$ cat config.mk
export PLATFORM = sky130hd
export DESIGN_NAME = pll_lock_monitor
export DESIGN_NICKNAME = d
export VERILOG_FILES = /design/src/rtl/pll_mon_pkg.sv /design/src/rtl/sync_2ff.sv /design/src/rtl/pll_lock_monitor.sv
export SDC_FILE = /design/constraint.sdc
export NUM_CORES = 1
export LEC_CHECK = 0
export CAP_MARGIN = 15
export CORE_UTILIZATION = 55
export DETAILED_ROUTE_END_ITERATION = 7
export GPL_ROUTABILITY_DRIVEN = 0
export PLACE_DENSITY = 0.87
export SYNTH_ARGS = -nofsm -noshare
export SYNTH_HDL_FRONTEND = slang
export SYNTH_SLANG_ARGS = --single-unit
$ cat constraint.sdc
create_clock -name sys_clk -period 5.7 [get_ports sys_clk]
set_clock_uncertainty 0.15 [all_clocks]
set_input_delay 0.855 -clock sys_clk [delete_from_list [all_inputs] [get_ports sys_clk]]
set_output_delay 0.855 -clock sys_clk [all_outputs]
set_load 0.01 [all_outputs]
$ cat src/rtl/pll_mon_pkg.sv
// Shared definitions for the PLL lock monitor.
//   - state_e      : FSM state encoding, also driven out on the state port
//   - CYC_PER_US   : sys_clk cycles per microsecond (200 MHz)
//   - DEF_*        : default timing parameters derived from CYC_PER_US
//   - max3()       : helper for sizing the shared phase timer
package pll_mon_pkg;

  typedef enum logic [1:0] {
    RESET_PLL = 2'd0,
    WAIT_LOCK = 2'd1,
    STABLE    = 2'd2,
    RUN       = 2'd3
  } state_e;

  localparam int CYC_PER_US         = 200;
  localparam int DEF_PLL_RST_CYCLES = 16;
  localparam int DEF_STABLE_CYCLES  = 10 * CYC_PER_US;    // 10 us
  localparam int DEF_LOCK_TIMEOUT   = 1000 * CYC_PER_US;  // 1 ms

  function automatic int max3(input int a, input int b, input int c);
    int m;
    m = (a > b) ? a : b;
    return (m > c) ? m : c;
  endfunction

endpackage

$ cat src/rtl/sync_2ff.sv
// Generic two-flop synchroniser for asynchronous status bits.
//   clk_i : destination clock
//   rst_i : synchronous, active-high reset; both stages clear to 0
//   d_i   : asynchronous input bits
//   q_o   : synchronised output, two clk_i cycles behind d_i
module sync_2ff #(
  parameter int WIDTH = 1
) (
  input  logic             clk_i,
  input  logic             rst_i,
  input  logic [WIDTH-1:0] d_i,
  output logic [WIDTH-1:0] q_o
);

  logic [WIDTH-1:0] meta_q;
  logic [WIDTH-1:0] sync_q;

  always_ff @(posedge clk_i) begin
    if (rst_i) begin
      meta_q <= '0;
      sync_q <= '0;
    end else begin
      meta_q <= d_i;
      sync_q <= meta_q;
    end
  end

  assign q_o = sync_q;

endmodule

$ cat src/rtl/pll_lock_monitor.sv
// PLL lock monitor and downstream reset sequencer.
// Pulses the PLL reset, waits for (synchronised) lock, qualifies lock as
// stable for STABLE_CYCLES, then releases rst_out. Loss of lock in RUN and
// lock timeouts restart the sequence and are counted (saturating).
// Ports:
//   sys_clk         : the only clock
//   reset           : synchronous, active-high
//   pll_locked      : PLL lock status, asynchronous to sys_clk
//   clear_count     : synchronous clear of both event counters (wins over inc)
//   pll_reset       : PLL reset, high only in RESET_PLL
//   rst_out         : downstream reset, low only in RUN
//   ready           : high only in RUN
//   state           : current FSM state (pll_mon_pkg::state_e encoding)
//   lock_loss_count : RUN -> lock-lost events, saturating
//   timeout_count   : WAIT_LOCK timeouts, saturating
module pll_lock_monitor
  import pll_mon_pkg::*;
#(
  parameter int PLL_RST_CYCLES = DEF_PLL_RST_CYCLES,
  parameter int STABLE_CYCLES  = DEF_STABLE_CYCLES,
  parameter int LOCK_TIMEOUT   = DEF_LOCK_TIMEOUT,
  parameter int CNT_W          = 8
) (
  input  logic             sys_clk,
  input  logic             reset,
  input  logic             pll_locked,
  input  logic             clear_count,
  output logic             pll_reset,
  output logic             rst_out,
  output logic             ready,
  output logic [1:0]       state,
  output logic [CNT_W-1:0] lock_loss_count,
  output logic [CNT_W-1:0] timeout_count
);

  localparam int TW = $clog2(max3(PLL_RST_CYCLES, STABLE_CYCLES, LOCK_TIMEOUT)) + 1;

  localparam logic [TW-1:0] PLL_RST_LAST = TW'(PLL_RST_CYCLES - 1);
  localparam logic [TW-1:0] STABLE_LAST  = TW'(STABLE_CYCLES - 1);
  localparam logic [TW-1:0] TIMEOUT_LAST = TW'(LOCK_TIMEOUT - 1);

  state_e           state_q, state_d;
  logic [TW-1:0]    timer_q, timer_d;
  logic [CNT_W-1:0] loss_cnt_q, loss_cnt_d;
  logic [CNT_W-1:0] to_cnt_q, to_cnt_d;
  logic             lk_s;
  logic             loss_ev;
  logic             to_ev;

  sync_2ff #(.WIDTH(1)) u_lock_sync (
    .clk_i (sys_clk),
    .rst_i (reset),
    .d_i   (pll_locked),
    .q_o   (lk_s)
  );

  always_ff @(posedge sys_clk) begin
    if (reset) begin
      state_q    <= RESET_PLL;
      timer_q    <= '0;
      loss_cnt_q <= '0;
      to_cnt_q   <= '0;
    end else begin
      state_q    <= state_d;
      timer_q    <= timer_d;
      loss_cnt_q <= loss_cnt_d;
      to_cnt_q   <= to_cnt_d;
    end
  end

  always_comb begin
    state_d = state_q;
    loss_ev = 1'b0;
    to_ev   = 1'b0;
    case (state_q)
      RESET_PLL: begin
        // lk_s is deliberately ignored here: the PLL is being reset.
        if (timer_q == PLL_RST_LAST) state_d = WAIT_LOCK;
      end
      WAIT_LOCK: begin
        // Lock seen on the final timeout cycle still counts as lock.
        if (lk_s) begin
          state_d = STABLE;
        end else if (timer_q == TIMEOUT_LAST) begin
          state_d = RESET_PLL;
          to_ev   = 1'b1;
        end
      end
      STABLE: begin
        // A dropout here is treated as a glitch: requalify, do not count.
        if (!lk_s)                       state_d = WAIT_LOCK;
        else if (timer_q == STABLE_LAST) state_d = RUN;
      end
      RUN: begin
        if (!lk_s) begin
          state_d = RESET_PLL;
          loss_ev = 1'b1;
        end
      end
      default: state_d = RESET_PLL;
    endcase

    // Timer restarts on every state entry, including STABLE -> WAIT_LOCK.
    timer_d = (state_d != state_q) ? '0 : timer_q + TW'(1);

    if (clear_count)                    loss_cnt_d = '0;
    else if (loss_ev && ~&loss_cnt_q)   loss_cnt_d = loss_cnt_q + CNT_W'(1);
    else                                loss_cnt_d = loss_cnt_q;

    if (clear_count)                    to_cnt_d = '0;
    else if (to_ev && ~&to_cnt_q)       to_cnt_d = to_cnt_q + CNT_W'(1);
    else                                to_cnt_d = to_cnt_q;
  end

  // Outputs decode straight from the state register so they move on the
  // same edge as the state.
  assign pll_reset       = (state_q == RESET_PLL);
  assign rst_out         = (state_q != RUN);
  assign ready           = (state_q == RUN);
  assign state           = state_q;
  assign lock_loss_count = loss_cnt_q;
  assign timeout_count   = to_cnt_q;

endmodule

## Yosys cells after proc, flatten, opt, wreduce, memory -nomap -nowiden

Index checks and enable logic that the tools add are counted.
Widths: inputs -> output; s select.

- Add/sub/neg operators: 3
- Multipliers: 0
- Divide/modulo/power cells: 0
- Magnitude comparators: 0
- Equal/unequal tests: 8
- Shifts and indexed selects: 0
- Multiplexer cells: 12
- Bitwise gates (word level): 0
- Reductions and logical operators: 9

Operator list:

| cell | count |
|---|---|
| $add 19x1->19 const B | 1 |
| $eq 19x11->1 const B | 1 |
| $eq 19x18->1 const B | 1 |
| $eq 19x4->1 const B | 1 |
| $add 8x1->8 const B | 2 |
| $reduce_and 8->1 | 2 |
| $mux 2 | 6 |
| $pmux 2 s4 | 1 |
| $mux 1 | 5 |
| $eq 2x2->1 const B | 2 |
| $reduce_or 2->1 | 2 |
| $eq 2x1->1 const B | 1 |
| $logic_and 1x1->1 | 2 |
| $logic_not 1->1 | 2 |
| $logic_not 2->1 | 1 |
| $ne 2x2->1 | 1 |
| $ne 2x2->1 const B | 1 |

- Flip-flop bits (word level): 39
- Bits in latches: 0
- RAM bits: 0
- Bits in read-only memories: 0
- Bits of input ports: 4
- Logic and storage cells: 38
- Memories kept: 0

## Depth between registers and ports, before layout

- Depth in word-level cells: 6
- Mapped depth: 7
- Gate-level depth less buffers: 6

## Cells and area by module

From an unflattened synthesis, not the netlist that was laid out.

- Cells, all modules: 220
- Area, all modules: 1851.8 um^2

Modules (own cells, without submodules):

| module | instances | cells each | area each (um^2) | sequential area each (um^2) |
|---|---|---|---|---|
| pll_lock_monitor | 1 | 216 | 1799.2 | 740.7 |
| sync_2ff | 1 | 4 | 52.6 | 40.0 |

## Least setup slack after synthesis

No wires, ideal clock.

- Kind: reg-to-reg
- From: register state_q[0] (netlist: state[0])
- To: register to_cnt_q[5] (netlist: timeout_count[5])
- Arrival: 1.915 ns
- Required time: 5.429 ns
- Setup slack: 3.514 ns
- Cell stages (with the launch flop): 6
- Buffers on the path: 0
- Cell sequence: dfxtp_1 or3b_2 a41oi_1 nand3_4 nor3_1 mux2_2

- Word-level cells in the longest chain between the ends: 3

Ends and longest elaborated chain:

| element | RTL line | source |
|---|---|---|
| start: declaration | pll_lock_monitor.sv:42 | `state_e state_q, state_d;` |
| start signal: assignment | pll_lock_monitor.sv:64 | `state_q <= state_d;` |
| $eq 2x1->1 | pll_lock_monitor.sv:75 | `case (state_q)` |
| $mux 1 | pll_lock_monitor.sv:75 |  |
| $logic_and 1x1->1 | pll_lock_monitor.sv:111 | `else if (to_ev && ~&to_cnt_q) to_cnt_d = to_cnt_q + CNT_W'(1);` |
| end signal: assignment | pll_lock_monitor.sv:67 | `to_cnt_q <= to_cnt_d;` |
| end: declaration | pll_lock_monitor.sv:45 | `logic [CNT_W-1:0] to_cnt_q, to_cnt_d;` |

No other way between the ends.
A chain may end at the register's enable or synchronous reset.

## Worst setup path after layout

- From: register state_q[0] (netlist: state[0])
- To: output port ready

- Word-level cells in the longest chain between the ends: 1

Ends and longest elaborated chain:

| element | RTL line | source |
|---|---|---|
| $eq 2x2->1 | pll_lock_monitor.sv:119 | `assign ready = (state_q == RUN);` |
| end: declaration | pll_lock_monitor.sv:30 | `output logic ready,` |

No other way between the ends.

==> reports/metrics.yaml <==
floorplanning:
  row_count: 20
  die-area_mm2: 0.00349
  core-area_mm2: 0.00308
  start_util_pct: 58.1
  die_h_um: 59.0
  die_w_um: 59.0
  ios: 25
sta:
  max_slew_margin_pct: 59.8
  post-route-min-period_ns: 2.60
  worstMarginPinSlew_ns: 0.599
  setup_viol: 0
  tns_ns: 0
  hold_viol: 0
  fmax_mhz: 385
  drv_slew: 0
  grt_setup_unrepaired: "no"
  period_share_pct: 45.6
grt:
  gr-total-overflow: 0
  antenna_found_initial: 0
  track_usage_pct: 22.6
  grt_pass1_vias: 1352
  grt_max_degree: 18
  grt_first_pass_wirelength_um: 5910
final_layout:
  area_growth_pct: 18.0
  stdcell_area_mm2: 0.00211
  final_nets: 240
  register_area_um2: 781
  multiInputGateArea_um2: 975
  fin_util_pct: 68.6
  drive_gt1_share_pct: 5.60
  insertedDiodeCount: 0
  fillerInstances: 266
synthesis:
  synth-async-reset-ratio_pct: 0
  synth_cells: 205
  synthTopCellsByArea: "dfxtp_1 44%, xor2_1 7.8%, nor2_1 7.3%, xnor2_1 4.4%, nand2_1 4.0%"
  synthTopCellsByCount: "39 x dfxtp_1, 35 x nor2_1, 19 x nand2_1, 16 x xor2_1, 13 x nand3_1"
  syn_avg_cell_area_um2: 8.73
  synth_ff_type: "dfxtp_1"
  synth.most_common_cell: "dfxtp_1"
  netlist.area_leader.share_pct: 43.6
  synth_nets: 212
  ys_seq_area_share_pct: 43.6
  synth-edff-count: 0
  ys_ff_latch: 39
  syn_area_mm2: 0.00179
  synth_cell_types: 40
  synth_warnings: 0
  yosysTopAreaCell: "dfxtp_1"
detailed_routing:
  drc_errors: 0
  drt-initial-drc-count: 76
  routed_wl_um: 3410
  dr_total_vias: 1518
  viasPerCell: 5.50
  ant_nets: 0
  avgRoutedWirePerCell_um: 12.3
  drt_first_pass_iters: 4
setup_path:
  cp-start-kind: "register"
  required_ns: 4.70
  worstPathArrival_ns: 1.59
  critPathMaxFanout: 9
  end_kind: "output pin"
  setup.worst_path.class: "register to output pin"
clock_tree:
  cts_max_path_buffers: 2
  htreeDepth: 2
  cts_tree: "yes"
  cts_resized: 0
  numClockSinks: 39
  cts-hold-fix-buffers: 0
  cts_root_buf: "clkbuf_4"
  clk_latency_ns: 0.34
  clk_pin_slew_worst_paths_ns: 0.10
  cts_buffers: 5
  post-cts-setup-buffers: 0
pwr:
  p_leak_nw: 0.718
  p_clk_share_pct: 30.2
  p_seq_share_pct: 66.9
  pwr-share-comb_pct: 2.9
  p_int_mw: 0.324
  power_density_mw_per_mm2: 196
  power_switching_mw: 0.0900
  irDropWorstVdd_v: 0.000176
  swShare_pct: 21.7
outcome:
  status: "complete, no violations"
place:
  dpl.hpwl_um: 2550
  numPortBuffers: 24
  place_area_mm2: 0.00207
min_path:
  hold_class: "register to register"
flow_run:
  drv_cap: 0
[final cells by class]
class	count	share of cell area (%)
clock buffers	6	1.96
inverters	5	0.889
well taps	44	2.61
flip-flops and latches	39	37.0
repair buffers	24	11.4
multi-input cells	158	46.2
[worst paths after layout]
kind	endpoint	slack, ns	cells past startpoint	startpoint
setup / recovery	ready	3.10	3	state[0]
hold / removal	timer_q[0]	0.31	1	timer_q[0]
setup reg to reg	timer_q[17]	3.36	5	timer_q[13]
hold reg to reg	timer_q[0]	0.31	1	timer_q[0]
[cells by family (layout without fill, tap and decap cells)]
group | count (synthesis) | in the layout | share of synthesized area, %
simple gates | 107 | 107 | 31.4
flops | 39 | 39 | 43.6
xor+xnor | 25 | 25 | 12.2
compound gates | 21 | 21 | 7.55
buf+inv | 8 | 35 | 1.89
fa+ha+maj | 3 | 3 | 2.10
mux | 2 | 2 | 1.19
[routing by layer]
layer / global-route usage (%) / wire length (µm)
met4: 11.2 / 61
met5: 0 / 0
met1: 29.0 / 1550
met2: 36.0 / 1630
met3: 4.59 / 160
[layout by cell type (no fill, tap or decap), types with 2 or more instances in the layout]
cell / netlist / routed
or3_1: 5 / 5
xnor2_1: 9 / 9
xor2_1: 16 / 16
clkdlybuf4s50_1: 0 / 24
and4_1: 3 / 3
nand3_1: 13 / 13
ha_1: 3 / 3
nor2b_1: 2 / 2
nor3_1: 7 / 7
clkbuf_4: 0 / 5
nand4_1: 4 / 4
nor4_1: 2 / 2
nor2_1: 35 / 35
inv_1: 5 / 5
a21oi_1: 9 / 9
dfxtp_1: 39 / 39
o21ai_0: 5 / 5
and2_1: 4 / 4
nand2_1: 19 / 19
and3_1: 3 / 3
[power by group through the flow]
| stage | clock [mW] | combinational [mW] | sequential, mW |
|---|---|---|---|
| after floorplan | 0 | 0.00848 | 0.283 |
| after global placement | 0 | 0.0118 | 0.283 |
| after detailed placement | 0 | 0.0120 | 0.283 |
| after CTS | 0.130 | 0.0120 | 0.277 |
| after global routing | 0.141 | 0.0131 | 0.277 |
| final | 0.125 | 0.0118 | 0.277 |
[flip-flops by register name (all words and copies together), names as in the netlist]
register	flops
timer_q	19
timeout_count	8
u_lock_sync.q_o	1
state	2
u_lock_sync.meta_q	1
lock_loss_count	8
[through the flow]
step | instances | hold slack [ns] | worst slack [ns] | total power [mW]
5_1_grt | 276 | 0.322 | 2.99 | 0.432
6_report | 276 | 0.306 | 3.10 | 0.414
3_3_place_gp | 270 | 0.283 | 3.15 | 0.295
3_5_place_dp | 270 | 0.294 | 3.07 | 0.295
4_1_cts | 276 | 0.316 | 3.07 | 0.419
2_1_floorplan | 205 | 0.264 | 3.51 | 0.291
[worst max-delay path, stage by stage (launching register included)]
cell and delay [ns]:
dfxtp_1 0.50, nand2_1 0.16, inv_1 0.07, clkdlybuf4s50_1 0.52
(Power assumes the default switching activity.)
